--- config.mk ---
export PLATFORM = sky130hd
export DESIGN_NAME = ddr_target_ccc_rx
export DESIGN_NICKNAME = d
export VERILOG_FILES = /design/src/rtl/ddr_target_ccc_rx.sv
export SDC_FILE = /design/constraint.sdc
export NUM_CORES = 1
export LEC_CHECK = 0
export ABC_AREA = 1
export BUFFER_PORTS_ARGS = -buffer_cell sky130_fd_sc_hd__buf_2
export CAP_MARGIN = 30
export CELL_PAD_IN_SITES_DETAIL_PLACEMENT = 0
export CELL_PAD_IN_SITES_GLOBAL_PLACEMENT = 1
export CORE_UTILIZATION = 46
export CTS_CLUSTER_DIAMETER = 40
export DETAILED_ROUTE_END_ITERATION = 16
export GPL_TIMING_DRIVEN = 1
export PLACE_DENSITY = 0.89
export SYNTH_ARGS = -nofsm -noshare
export SYNTH_HDL_FRONTEND = slang
export SYNTH_SLANG_ARGS = --single-unit
--- constraint.sdc ---
create_clock -name i_sys_clk -period 3.6 [get_ports i_sys_clk]
set_clock_uncertainty 0.15 [all_clocks]
set_input_delay 0 -clock i_sys_clk [delete_from_list [all_inputs] [get_ports i_sys_clk]]
set_output_delay 0 -clock i_sys_clk [all_outputs]
set_load 0.1 [all_outputs]
--- src/rtl/ddr_target_ccc_rx.sv ---
// Target-side HDR-DDR frame receiver: deserialises SDA on both SCL edges,
// decodes and ACKs the command word, presents data words and checks the
// per-word parity and the closing CRC5.
module ddr_target_ccc_rx #(
    parameter logic [6:0]  BCAST_ADDR     = 7'h7E,
    parameter int unsigned MAX_DATA_WORDS = 8
) (
    input  logic        i_sys_clk,
    input  logic        i_sys_rst,
    input  logic        i_hdr_en,
    input  logic        i_scl_pos_edge,
    input  logic        i_scl_neg_edge,
    input  logic        i_sda,
    input  logic        i_restart_det,
    input  logic        i_exit_det,
    input  logic [6:0]  i_dyn_addr,
    output logic        o_sda_low,
    output logic        o_cmd_valid,
    output logic        o_cmd_rnw,
    output logic [6:0]  o_cmd_code,
    output logic [6:0]  o_cmd_addr,
    output logic        o_rd_req,
    output logic        o_data_valid,
    output logic [15:0] o_data_word,
    output logic        o_frame_done,
    output logic        o_parity_err,
    output logic        o_crc_err
);

    localparam int unsigned WCW = $clog2(MAX_DATA_WORDS + 1);
    localparam logic [WCW-1:0] WC_MAX = WCW'(MAX_DATA_WORDS);

    typedef enum logic [2:0] {
        ST_IDLE, ST_CMD, ST_ACK_PRE, ST_DATA, ST_NEXT_PRE, ST_CRC, ST_IGNORE
    } state_t;

    state_t          state_q, state_d;
    logic [4:0]      cnt_q, cnt_d;
    logic [18:0]     sh_q, sh_d;
    logic [WCW-1:0]  wc_q, wc_d;
    logic [4:0]      crc_q, crc_d;
    logic            pre0_q, pre0_d;
    logic            ack_ok_q, ack_ok_d;
    logic            cmd_par_ok_q, cmd_par_ok_d;
    logic            sda_low_q, sda_low_d;
    logic            cmd_valid_q, cmd_valid_d;
    logic            cmd_rnw_q, cmd_rnw_d;
    logic [6:0]      cmd_code_q, cmd_code_d;
    logic [6:0]      cmd_addr_q, cmd_addr_d;
    logic            rd_req_q, rd_req_d;
    logic            data_valid_q, data_valid_d;
    logic [15:0]     data_word_q, data_word_d;
    logic            frame_done_q, frame_done_d;
    logic            parity_err_q, parity_err_d;
    logic            crc_err_q, crc_err_d;

    // Current bit appended to the previously received bits of this field.
    logic        bit_ev;
    logic [19:0] word;
    logic [15:0] payload;
    logic        par_ok;
    logic        addr_match;

    assign bit_ev     = i_scl_pos_edge | i_scl_neg_edge;
    assign word       = {sh_q, i_sda};
    assign payload    = word[17:2];
    assign par_ok     = (word[1] == ^(payload & 16'hAAAA)) &&
                        (word[0] == ~^(payload & 16'h5555));
    assign addr_match = (payload[7:1] == i_dyn_addr) || (payload[7:1] == BCAST_ADDR);

    // CRC5, polynomial x^5+x^2+1, folded MSB first over a 16-bit word.
    function automatic logic [4:0] crc5_fold(input logic [4:0] crc_in, input logic [15:0] d);
        logic [4:0] c;
        logic       fb;
        c = crc_in;
        for (int i = 15; i >= 0; i--) begin
            fb = c[4] ^ d[i];
            c  = {c[3:0], 1'b0} ^ (fb ? 5'h05 : 5'h00);
        end
        return c;
    endfunction

    // Next-state and output decode; overrides win over any bit in the same cycle.
    always_comb begin
        state_d      = state_q;
        cnt_d        = cnt_q;
        sh_d         = sh_q;
        wc_d         = wc_q;
        crc_d        = crc_q;
        pre0_d       = pre0_q;
        ack_ok_d     = ack_ok_q;
        cmd_par_ok_d = cmd_par_ok_q;
        sda_low_d    = sda_low_q;
        cmd_valid_d  = 1'b0;
        cmd_rnw_d    = cmd_rnw_q;
        cmd_code_d   = cmd_code_q;
        cmd_addr_d   = cmd_addr_q;
        rd_req_d     = 1'b0;
        data_valid_d = 1'b0;
        data_word_d  = data_word_q;
        frame_done_d = 1'b0;
        parity_err_d = parity_err_q;
        crc_err_d    = crc_err_q;

        if (!i_hdr_en || i_exit_det) begin
            state_d   = ST_IDLE;
            cnt_d     = '0;
            sda_low_d = 1'b0;
        end else if (i_restart_det) begin
            state_d      = ST_CMD;
            cnt_d        = '0;
            sda_low_d    = 1'b0;
            parity_err_d = 1'b0;
            crc_err_d    = 1'b0;
        end else begin
            case (state_q)
                ST_IDLE: begin
                    state_d = ST_CMD;
                    cnt_d   = '0;
                end
                ST_CMD: if (bit_ev) begin
                    sh_d  = word[18:0];
                    cnt_d = cnt_q + 5'd1;
                    if (cnt_q == 5'd19) begin
                        cnt_d = '0;
                        if (word[19:18] != 2'b01) begin
                            state_d = ST_IGNORE;
                        end else begin
                            cmd_rnw_d    = payload[15];
                            cmd_code_d   = payload[14:8];
                            cmd_addr_d   = payload[7:1];
                            cmd_par_ok_d = par_ok;
                            ack_ok_d     = par_ok && addr_match;
                            state_d      = ST_ACK_PRE;
                        end
                    end
                end
                ST_ACK_PRE: if (bit_ev) begin
                    if (cnt_q == 5'd0) begin
                        sda_low_d = ack_ok_q;
                        cnt_d     = 5'd1;
                    end else begin
                        sda_low_d = 1'b0;
                        cnt_d     = '0;
                        if (ack_ok_q) begin
                            cmd_valid_d = 1'b1;
                            if (cmd_rnw_q) begin
                                rd_req_d = 1'b1;
                                state_d  = ST_IGNORE;
                            end else begin
                                wc_d    = '0;
                                crc_d   = 5'h1F;
                                state_d = ST_DATA;
                            end
                        end else begin
                            if (!cmd_par_ok_q) parity_err_d = 1'b1;
                            state_d = ST_IGNORE;
                        end
                    end
                end
                ST_DATA: if (bit_ev) begin
                    sh_d  = word[18:0];
                    cnt_d = cnt_q + 5'd1;
                    if (cnt_q == 5'd17) begin
                        cnt_d        = '0;
                        data_word_d  = payload;
                        data_valid_d = 1'b1;
                        wc_d         = wc_q + 1'b1;
                        crc_d        = crc5_fold(crc_q, payload);
                        if (!par_ok) parity_err_d = 1'b1;
                        state_d      = ST_NEXT_PRE;
                    end
                end
                ST_NEXT_PRE: if (bit_ev) begin
                    if (cnt_q == 5'd0) begin
                        pre0_d    = i_sda;
                        sda_low_d = i_sda && ((wc_q == WC_MAX) || parity_err_q);
                        cnt_d     = 5'd1;
                    end else begin
                        // sda_low_q still marks an abort requested on bit 0.
                        sda_low_d = 1'b0;
                        cnt_d     = '0;
                        if (!pre0_q)
                            state_d = i_sda ? ST_CRC : ST_IGNORE;
                        else if (sda_low_q)
                            state_d = ST_IGNORE;
                        else
                            state_d = i_sda ? ST_DATA : ST_IGNORE;
                    end
                end
                ST_CRC: if (bit_ev) begin
                    sh_d  = word[18:0];
                    cnt_d = cnt_q + 5'd1;
                    if (cnt_q == 5'd8) begin
                        cnt_d = '0;
                        if (word[8:5] != 4'hC || word[4:0] != crc_q) crc_err_d = 1'b1;
                        frame_done_d = 1'b1;
                        state_d      = ST_IGNORE;
                    end
                end
                default: ;
            endcase
        end
    end

    // State and registered outputs.
    always_ff @(posedge i_sys_clk or negedge i_sys_rst) begin
        if (!i_sys_rst) begin
            state_q      <= ST_IDLE;
            cnt_q        <= '0;
            sh_q         <= '0;
            wc_q         <= '0;
            crc_q        <= 5'h1F;
            pre0_q       <= 1'b0;
            ack_ok_q     <= 1'b0;
            cmd_par_ok_q <= 1'b0;
            sda_low_q    <= 1'b0;
            cmd_valid_q  <= 1'b0;
            cmd_rnw_q    <= 1'b0;
            cmd_code_q   <= '0;
            cmd_addr_q   <= '0;
            rd_req_q     <= 1'b0;
            data_valid_q <= 1'b0;
            data_word_q  <= '0;
            frame_done_q <= 1'b0;
            parity_err_q <= 1'b0;
            crc_err_q    <= 1'b0;
        end else begin
            state_q      <= state_d;
            cnt_q        <= cnt_d;
            sh_q         <= sh_d;
            wc_q         <= wc_d;
            crc_q        <= crc_d;
            pre0_q       <= pre0_d;
            ack_ok_q     <= ack_ok_d;
            cmd_par_ok_q <= cmd_par_ok_d;
            sda_low_q    <= sda_low_d;
            cmd_valid_q  <= cmd_valid_d;
            cmd_rnw_q    <= cmd_rnw_d;
            cmd_code_q   <= cmd_code_d;
            cmd_addr_q   <= cmd_addr_d;
            rd_req_q     <= rd_req_d;
            data_valid_q <= data_valid_d;
            data_word_q  <= data_word_d;
            frame_done_q <= frame_done_d;
            parity_err_q <= parity_err_d;
            crc_err_q    <= crc_err_d;
        end
    end

    assign o_sda_low    = sda_low_q;
    assign o_cmd_valid  = cmd_valid_q;
    assign o_cmd_rnw    = cmd_rnw_q;
    assign o_cmd_code   = cmd_code_q;
    assign o_cmd_addr   = cmd_addr_q;
    assign o_rd_req     = rd_req_q;
    assign o_data_valid = data_valid_q;
    assign o_data_word  = data_word_q;
    assign o_frame_done = frame_done_q;
    assign o_parity_err = parity_err_q;
    assign o_crc_err    = crc_err_q;

endmodule
==> metrics.yaml <==
clock_tree:
  cts.htree.levels: 3
  clk_pin_slew_worst_paths_ns: 0.09
  cts.sink_count: 77
  total_cts_buffers: 9
  worst_skew_pair.late_latency_ns: 0.36
  post_cts.repair.setup_buffers: 0
  clock-root-buffer: "sky130_fd_sc_hd__clkbuf_8"
  clock_tree.buffer_depth: 2
  number_of_cells_upsized_or_downsized_after_cts: 0
  tritoncts: "yes"
timing:
  slew_headroom_pct: 48.1
  grt_setup_unrepaired: "no"
  hold_viol: 0
  final.min_clock_period_ns: 2.73
  drv_slew: 0
  timing.final.crit_share_pct: 75.7
  post-route-worst-setup-slack_ns: 0.875
  setup_viol: 0
  fmax_mhz: 367
  fin_setup_tns_ns: 0
  timing_worst_slew_pin_value_ns: 0.779
layout:
  drive_gt1_share_pct: 18.9
  design.final.nets: 623
  n_fill_cell: 831
  areaGrowthSynthToFinish_pct: 14.7
  antenna_cells: 0
worst_setup_path:
  timing.critical_path.from_type: "input port"
  worst-path-buf-inv: 5
  path_class: "in2reg"
  critical_path.slowest_cell: "sky130_fd_sc_hd__dlygate4sd3_1"
  cp_cell_sequence: "dlygate4sd3_1, buf_2, nor2_1, dlygate4sd3_1, nand2_1, nor2_1, inv_1, nor3_4, inv_1, o21ai_0"
  critical_path_arrival_ns: 2.84
  worst_path_largest_cell_delay_ns: 0.63
  endpoint_kind: "register"
  critPathRequiredTime_ns: 3.72
  critPathMaxFanout: 32
  critical-path-top-delay-family: "buffers and inverters"
drt:
  dr_total_vias: 3818
  drt_first_pass_iters: 13
  postRouteAntennaNets: 0
  avgViaCountPerCell: 5.33
  wire_per_inst_um: 15.5
  totalWireLength_um: 11100
  drtIter0Drc: 229
  residual_drc: 2
synth:
  syn-mean-instance-area_um2: 7.85
  synth_enable_flop_cells: 0
  ys_seq_area_share_pct: 45.1
  postSynthRegisterBits: 77
  yosys.cell_types.count: 35
  ys_dominant_reg_cell: "sky130_fd_sc_hd__dfrtp_1"
  postSynthCellCount: 546
  synth_largest_type_area_fraction_pct: 42.1
  synth_largest_area_cell: "sky130_fd_sc_hd__dfrtp_1"
  synthesis.area_um2: 4280
  synth_most_common_cell: "sky130_fd_sc_hd__nand2_1"
  ranking_of_synthesized_cells_by_instance_count: "sky130_fd_sc_hd__nand2_1 (147), sky130_fd_sc_hd__dfrtp_1 (72), sky130_fd_sc_hd__inv_1 (62)"
  synth_top_cells_by_area: "sky130_fd_sc_hd__dfrtp_1 (42%), sky130_fd_sc_hd__nand2_1 (13%), sky130_fd_sc_hd__o21ai_0 (6.9%), sky130_fd_sc_hd__inv_1 (5.4%), sky130_fd_sc_hd__nand3_1 (4.6%)"
  synth_nets: 566
  synth.yosys.warnings: 0
  async_flop_share_pct: 100
floorplan:
  fp.dieH_um: 98.5
  boundaryPins: 53
  start_util_pct: 48.4
  placement_rows: 34
  die_w_um: 98.5
  placeableCoreArea_um2: 8850
  design.die.area_um2: 9700
grt:
  grt.total_usage_pct: 24.3
  global_route.overflow_total: 0
  grt_antenna_before_repair: 0
  first_pass_grt_wire_length_um: 18300
  number_of_global_route_vias_before_repair: 3755
  grt_max_degree: 78
placement:
  total_of_buffers_placed_on_input_and_output_ports: 52
  place_congestion: 0.941
  hpwlAfterDp_um: 8110
  place_ws_ns: 1.33
outcome:
  outcome: "complete, but fails checks"
  violated_checks: "DRC"
job:
  maxCapViolations: 0
power_and_ir_drop:
  vdd_ir_drop_max_mv: 0.249
  p_leak_uw: 0.00253
  power-per-cell-area_nw_per_um2: 405
worst_hold_path:
  timing.hold.worst.class: "in2reg"
[logic make-up after synthesis]
logic type / synth area share (%)
DFF: 45.1
buffers and inverters: 7.74
xor gates and xnor gates: 6.13
and+or+nand+nor: 28.7
adders and majority gates: 1.46
AOI/OAI and AO/OA: 10.9
[power breakdown]
part | leakage, uW | switching [uW] | internal, uW
registers | 0.00102 | 47.9 | 896
logic | 0.00141 | 265 | 129
clock network | 0.0000980 | 386 | 267
[worst min-delay path: cells and delay by family]
family | cells | cell delay [ns]
AO/OA/AOI/OAI | 1 | 0.12
AND/OR/NAND/NOR | 1 | 0.06
buffers and inverters | 3 | 0.34
[layout make-up]
type	instances	area, um^2	share of cell area (%)
clock buffers	9	124	2.52
clock inverters	7	62.6	1.27
inverters	68	255	5.19
multi-input cells	384	2020	41.1
flip-flops and latches	77	1930	39.3
well taps	108	135	2.75
repair buffers	63	385	7.84
[flip-flops by register name (all words and copies together), names as in the netlist]
name and cells:
o_sda_low 1, o_data_word 16, o_cmd_code 7, o_frame_done 1
o_crc_err 1, pre0_q 1, o_cmd_addr 7, cnt_q 5
state_q 3, cmd_par_ok_q 1, o_rd_req 1, crc_q 5
o_cmd_rnw 1, ack_ok_q 1, wc_q 4, sh_q 19
o_data_valid 1, o_cmd_valid 1, o_parity_err 1
[through the flow]
step,utilization (%),area [um^2],hold WS (ns),power (uW),instances
finish,55.5,4910,0.0538,1990,716
floorplan,-,4280,-0.446,1240,546
global route,55.5,4910,0.0437,2090,716
detailed placement,52.2,4620,0.0768,1340,691
global placement,52.2,4620,0.0567,1340,691
CTS,55.1,4880,0.0277,2000,714
[cells in the final DEF, fill, tap and decap left out, drive strengths merged, types with 2 or more instances in the layout]
| cell type | instances |
|---|---|
| dfstp | 5 |
| dlygate4sd3 | 8 |
| o41ai | 2 |
| nand3 | 44 |
| nor4 | 9 |
| buf | 55 |
| xnor2 | 14 |
| inv | 72 |
| a21oi | 14 |
| o22ai | 6 |
| dfrtp | 72 |
| nor3 | 6 |
| o31ai | 2 |
| clkbuf | 9 |
| clkinv | 3 |
| nand4 | 6 |
| xor2 | 16 |
| o21ai | 59 |
| nor2 | 23 |
| ha | 5 |
| nand2 | 171 |
[repair_timing]
item / 4_1_cts / 5_1_grt
setup endpoints to repair: 0 / 0
hold buffers: 7 / 1
endpoints found under the hold margin: 78 / 20
[metal layers]
metal	vias up	track usage, %	part of all wire [%]
met3	26	4.26	3.6
met1	1811	29.6	44
met5	-	0	0
li1	1876	-	-
met2	105	42.8	50
met4	0	9.41	2.4
[path summary, 6_finish.rpt]
path                               start        endpoint  slack, ns  cells after the start
setup / recovery              i_exit_det  o_data_word[2]       0.87                     10
hold / removal                  i_hdr_en      state_q[1]       0.05                      5
setup reg to reg              state_q[1]        crc_q[3]       1.27                     11
hold reg to reg            o_cmd_code[4]   o_cmd_code[4]       0.34                      2
max in group asynchronous      i_sys_rst        sh_q[10]       2.24                      4
min in group asynchronous      i_sys_rst    o_frame_done       0.49                      3
Power figures use the tool's default switching activity.
